`config.mk`:
```
export PLATFORM = sky130hd
export DESIGN_NAME = armleocpu_regfile_wb_arbiter
export DESIGN_NICKNAME = d
export VERILOG_FILES = /design/src/rtl/armleocpu_defs.sv /design/src/rtl/armleocpu_regfile_scoreboard.sv /design/src/rtl/armleocpu_regfile_wb_arbiter.sv
export SDC_FILE = /design/constraint.sdc
export NUM_CORES = 1
export LEC_CHECK = 0
export ABC_AREA = 1
export ABC_CLOCK_PERIOD_IN_PS = 2600
export CAP_MARGIN = 10
export CORE_ASPECT_RATIO = 0.7
export CORE_MARGIN = 2
export CORE_UTILIZATION = 45
export DETAILED_ROUTE_END_ITERATION = 10
export PLACE_DENSITY = 0.8
export SETUP_SLACK_MARGIN = 0.1
export SLEW_MARGIN = 20
export SYNTH_ARGS = -nofsm -noshare
export SYNTH_HDL_FRONTEND = slang
export SYNTH_HIERARCHICAL = 1
export SYNTH_SLANG_ARGS = --single-unit
export TNS_END_PERCENT = 1
```
`constraint.sdc`:
```
create_clock -name clk -period 2.6 [get_ports clk]
set_input_delay 0.26 -clock clk [delete_from_list [all_inputs] [get_ports clk]]
set_output_delay 0.26 -clock clk [all_outputs]
set_load 0.02 [all_outputs]
```
`src/rtl/armleocpu_defs.sv`:
```
// armleocpu_defs: shared widths, register-zero constant and arbiter defaults
package armleocpu_defs;
   localparam int REG_ADDR_W = 5;
   localparam int XLEN = 32;
   localparam logic [REG_ADDR_W-1:0] REG_ZERO = 5'd0;
   localparam int STARVE_LIMIT_DEFAULT = 4;
endpackage

```
`src/rtl/armleocpu_regfile_scoreboard.sv`:
```
// armleocpu_regfile_scoreboard: busy vector for in-flight long-unit results
// with two hazard read ports and a sticky double-issue error flag.
module armleocpu_regfile_scoreboard
   import armleocpu_defs::*;
(
   input  logic                  clk,
   input  logic                  rst_n,
   input  logic                  set_i,
   input  logic [REG_ADDR_W-1:0] set_addr_i,
   input  logic                  clr_i,
   input  logic [REG_ADDR_W-1:0] clr_addr_i,
   input  logic [REG_ADDR_W-1:0] rs1_addr_i,
   input  logic [REG_ADDR_W-1:0] rs2_addr_i,
   output logic                  rs1_busy_o,
   output logic                  rs2_busy_o,
   output logic [31:0]           busy_o,
   output logic                  sb_err_o
);
   logic [31:0] busy_q, busy_d, set_mask, clr_mask;
   logic        sb_err_q, sb_err_d, set_en, clr_en;
   always_comb begin
      set_en   = set_i && set_addr_i != REG_ZERO;
      clr_en   = clr_i && clr_addr_i != REG_ZERO;
      set_mask = set_en ? (32'd1 << set_addr_i) : 32'd0;
      clr_mask = clr_en ? (32'd1 << clr_addr_i) : 32'd0;
      // set is applied after clear so a same-address set wins
      busy_d   = (busy_q & ~clr_mask) | set_mask;
      sb_err_d = sb_err_q | (set_en && busy_q[set_addr_i] && !(clr_en && clr_addr_i == set_addr_i));
   end
   always_ff @(posedge clk or negedge rst_n) begin
      if (!rst_n) begin
         busy_q   <= '0;
         sb_err_q <= 1'b0;
      end else begin
         busy_q   <= busy_d;
         sb_err_q <= sb_err_d;
      end
   end
   assign rs1_busy_o = busy_q[rs1_addr_i];
   assign rs2_busy_o = busy_q[rs2_addr_i];
   assign busy_o     = busy_q;
   assign sb_err_o   = sb_err_q;
endmodule

```
`src/rtl/armleocpu_regfile_wb_arbiter.sv`:
```
// armleocpu_regfile_wb_arbiter: shares the regfile write port between execute
// and the long-latency unit, with WAW protection and bounded starvation.
module armleocpu_regfile_wb_arbiter
   import armleocpu_defs::*;
#(
   parameter int STARVE_LIMIT = STARVE_LIMIT_DEFAULT
) (
   input  logic                  clk,
   input  logic                  rst_n,
   input  logic                  exec_wr_valid,
   input  logic [REG_ADDR_W-1:0] exec_wr_addr,
   input  logic [XLEN-1:0]       exec_wr_data,
   output logic                  exec_stall,
   input  logic                  lu_wr_valid,
   input  logic [REG_ADDR_W-1:0] lu_wr_addr,
   input  logic [XLEN-1:0]       lu_wr_data,
   output logic                  lu_wr_ready,
   input  logic                  sb_set,
   input  logic [REG_ADDR_W-1:0] sb_set_addr,
   input  logic [REG_ADDR_W-1:0] rs1_addr,
   input  logic [REG_ADDR_W-1:0] rs2_addr,
   output logic                  rs1_busy,
   output logic                  rs2_busy,
   output logic                  sb_err,
   output logic                  rd_write,
   output logic [REG_ADDR_W-1:0] rd_addr,
   output logic [XLEN-1:0]       rd_wdata
);
   localparam logic [3:0] LIMIT = 4'(STARVE_LIMIT);
   logic [3:0]  wait_cnt_q, wait_cnt_d;
   logic [31:0] busy;
   logic        exec_wants, waw, starved, exec_grant, lu_grant, lu_write;
   armleocpu_regfile_scoreboard u_sb (
      .clk        (clk),
      .rst_n      (rst_n),
      .set_i      (sb_set),
      .set_addr_i (sb_set_addr),
      .clr_i      (lu_grant),
      .clr_addr_i (lu_wr_addr),
      .rs1_addr_i (rs1_addr),
      .rs2_addr_i (rs2_addr),
      .rs1_busy_o (rs1_busy),
      .rs2_busy_o (rs2_busy),
      .busy_o     (busy),
      .sb_err_o   (sb_err)
   );
   // combinational outputs are forced low while reset is held
   always_comb begin
      exec_wants = rst_n && exec_wr_valid && exec_wr_addr != REG_ZERO;
      waw        = busy[exec_wr_addr];
      starved    = wait_cnt_q == LIMIT;
      exec_grant = exec_wants && !waw && !(starved && lu_wr_valid);
      lu_grant   = rst_n && lu_wr_valid && !exec_grant;
      lu_write   = lu_grant && lu_wr_addr != REG_ZERO;
      lu_wr_ready = lu_grant;
      exec_stall = exec_wants && !exec_grant;
      rd_write   = exec_grant || lu_write;
      rd_addr    = exec_grant ? exec_wr_addr : lu_write ? lu_wr_addr : REG_ZERO;
      rd_wdata   = exec_grant ? exec_wr_data : lu_write ? lu_wr_data : '0;
      wait_cnt_d = lu_grant ? 4'd0
                 : (lu_wr_valid && !starved) ? wait_cnt_q + 4'd1
                 : wait_cnt_q;
   end
   always_ff @(posedge clk or negedge rst_n) begin
      if (!rst_n) wait_cnt_q <= 4'd0;
      else wait_cnt_q <= wait_cnt_d;
   end
endmodule

```
==> results.json <==
{
  "tightest_slew_ns": 0.517,
  "cts_sinks": 37,
  "rsz0062_at_grt": "yes",
  "firstDrtPassIters": 7,
  "worstPathCellList": "clkdlybuf4s50_1 > inv_1 > nor2_1 > nand2_1 > nand2_1 > clkinv_1 > nand2_1 > nand2_1 > nand3_4 > buf_4 > nand3_1 > o21ai_0 > dlygate4sd2_1",
  "path_clk_slew_ns": 0.05,
  "die_area_mm2": 0.00960,
  "grt_usage_pct": 34.6,
  "min-delay-path-class": "in -> async",
  "synth_most_common_cell": "nand2_1",
  "dominantRegCellSynth": "dfrtp_1",
  "power.density_mw_per_mm2": 511,
  "fillers": 736,
  "crit_path_max_incr_delay_ns": 0.51,
  "endpoint_kind": "output port",
  "drv_cap": 0,
  "fin_cells": 981,
  "critPathBufInv": 5,
  "netlist_area_mm2": 0.00397,
  "cts_buffers": 5,
  "crit_family": "buffers and inverters",
  "core_area_mm2": 0.00851,
  "ir_drop_uv": 512,
  "cts_buffer_depth": 2,
  "tns_ns": 0,
  "crit_top_cell": "nand2_1",
  "fin_crit_ns": 2.45,
  "synth_enable_flop_cells": 0,
  "synth.area.mux_share_pct": 0,
  "synth-simple-area-share_pct": 49.2,
  "synth_fp_nets": 785,
  "async_flop_share_pct": 100,
  "outcome": "complete, no violations",
  "areaGrowthSynthToFinish_pct": 50.0,
  "die_x_um": 116,
  "cts_root_buf": "clkbuf_16",
  "rows": 28,
  "slew_headroom_pct": 65.4,
  "initial_core_util_pct": 46.6,
  "ios": 137,
  "synthTopCellsByCount": "294 x nand2_1, 69 x nand3_1, 49 x inv_1, 48 x o21ai_0, 42 x nand4_1",
  "hpwl_mm": 13.1,
  "grt_max_degree": 33,
  "drive_above_1_share_pct": 13.6,
  "syn_inst": 689,
  "avgSynthCellArea_um2": 5.76,
  "critPathKind": "in -> out",
  "nets": 956,
  "grt_pass1_wl_mm": 25.3,
  "rrSetupSlack_ns": 0.28,
  "gp_congestion": 1.05,
  "yosysTopAreaCellShare_pct": 27.8,
  "wl_per_cell_um": 17.0,
  "finalSetupViolCount": 0,
  "drv_slew": 0,
  "cp-start-kind": "primary input",
  "multi_input_area_mm2": 0.00251,
  "r2r_start": "u_sb/busy_o[19]$_DFF_PN0_",
  "post_cts_buffers": 0,
  "rr_endpoint": "u_sb/busy_o[28]$_DFF_PN0_",
  "regArea_um2": 928,
  "place_area_mm2": 0.00580,
  "antenna-diode-count": 0,
  "chipHeight_um": 82.6,
  "post-route-cell-area_mm2": 0.00595,
  "via_per_inst": 5.55,
  "synth_top_family_by_area": "simple AND/OR/NAND/NOR gates",
  "cts_tree": "done",
  "drtIter0Drc": 832,
  "ys_seq_area_share_pct": 23.3,
  "ant_nets": 0,
  "cp_slowest_cell": "clkdlybuf4s50_1",
  "cp_max_fo": 8,
  "yosys.area.top_type": "nand2_1",
  "period_share_pct": 94.4,
  "synth_area_leaders": "nand2_1 28%, dfrtp_1 23%, nand3_1 8.7%, nand4_1 6.6%, o21ai_0 6.1%",
  "place_inst": 973,
  "synth-xor-area-share_pct": 1.10,
  "htree_levels": 2,
  "cts-hold-fix-buffers": 0,
  "synth-warning-count": 6,
  "grt_overflow_total": 0,
  "hold_violations": 0,
  "fin_worst_skew_ns": 0.00564,
  "drc_errors": 0,
  "wirelength_mm": 16.7,
  "synthAdderAreaFrac_pct": 0.631,
  "crit_required_ns": 2.34,
  "ys_types": 32,
  "max_freq_ghz": 0.407,
  "r2r_cells": 18,
  "ys_ff_latch": 37,
  "cp_data_arrival_time_ns": 2.19,
  "synth-compound-area-share_pct": 12.3,
  "first_global_vias": 4849,
  "antenna_found_initial": 0,
  "leakage_uw": 0.00294,
  "port_buffers": 136,
  "clk_latency_ns": 0.28,
  "via_count": 5440
}
## report_power, final
part | total, uW | internal (uW) | switching, uW | leakage (uW)
Sequential | 892 | 722 | 169 | 0.000439
Clock | 587 | 351 | 235 | 0.0000696
Combinational | 1570 | 673 | 893 | 0.00243
Total | 3040 | 1750 | 1300 | 0.00294
## cell usage in the layout, fill, tap and decap left out, types with 12 or more instances in the layout
cell type / instances
inv_1: 49
clkdlybuf4s15_2: 12
o21ai_1: 26
buf_4: 60
nand4_1: 42
clkdlybuf4s15_1: 21
clkdlybuf4s50_1: 92
nand3_1: 69
nor2_1: 30
dfrtp_1: 35
o21ai_0: 47
nand2_1: 294
## cell families after synthesis
group / Yosys count
xor+xnor: 5
flops: 37
compound gates: 90
buf+inv: 102
simple gates: 453
fa+ha+maj: 2
## worst reg2reg max path: stages (launching register included)
cell and delay [ns]:
dfrtp_1 0.47, inv_1 0.08, nand2_1 0.06, nand3_1 0.07, nand2_1 0.06, nand2_1 0.04, nand2_1 0.07, clkinv_1 0.06
nand2_1 0.06, nand2_1 0.08, nand3_4 0.13, buf_12 0.17, nand2_1 0.08, inv_1 0.07, buf_4 0.13, nand2_1 0.07
buf_4 0.17, o21ai_0 0.19, o21ai_0 0.13
## worst max path at each step
stage	from	end	slack [ns]	depth (start not counted)
2_1_floorplan	exec_wr_addr[0]	u_sb/busy_o[16]$_DFF_PN0_	0.50	17
3_3_place_gp	exec_wr_addr[0]	rd_wdata[19]	-0.26	16
3_5_place_dp	exec_wr_addr[0]	rd_wdata[19]	-0.32	16
4_1_cts	exec_wr_addr[1]	rd_wdata[19]	0.09	11
5_1_grt	exec_wr_addr[2]	rd_addr[0]	0.03	13
6_report	exec_wr_addr[2]	rd_addr[1]	0.15	13
## layer usage
layer / track usage [%] / routed length, um / vias up
met2: 50.7 / 7230 / 334
met5: 0 / 0 / -
met3: 12.6 / 2370 / 34
li1: - / - / 2591
met4: 8.69 / 300 / 0
met1: 48.1 / 6820 / 2481
## sequential cells by signal, summed over array words and instances (netlist names)
register       cells
u_sb/busy_o       32
wait_cnt_q         4
u_sb/sb_err_o      1
## metrics by stage
| step | hold slack (ns) | total power (uW) | utilization (%) | setup WS, ns |
|---|---|---|---|---|
| finish | 0.00763 | 3040 | 69.9 | 0.146 |
| floorplan | -0.0356 | 1600 | - | 0.499 |
| global route | 0.0261 | 3220 | 69.9 | 0.0295 |
| detailed placement | 0.306 | 2420 | 68.1 | -0.318 |
| CTS | 0.00809 | 2990 | 69.8 | 0.0937 |
| global placement | 0.290 | 2390 | 68.1 | -0.255 |
## layout make-up
cell class                 count  share of cell area [%]
timing repair buffer         204                    33.1
tap                          120                    2.52
clock inverter                 3                   0.294
clock buffer                   5                    2.10
multi-input combinational    550                    42.2
sequential                    37                    15.6
inverter                      62                    4.16
## what timing repair did
action / in CTS / in global routing
endpoints found under the hold margin: 0 / 0
gates resized for setup: 87 / 11
setup endpoints to repair: 42 / 67
Power figures use the tool's default switching activity.
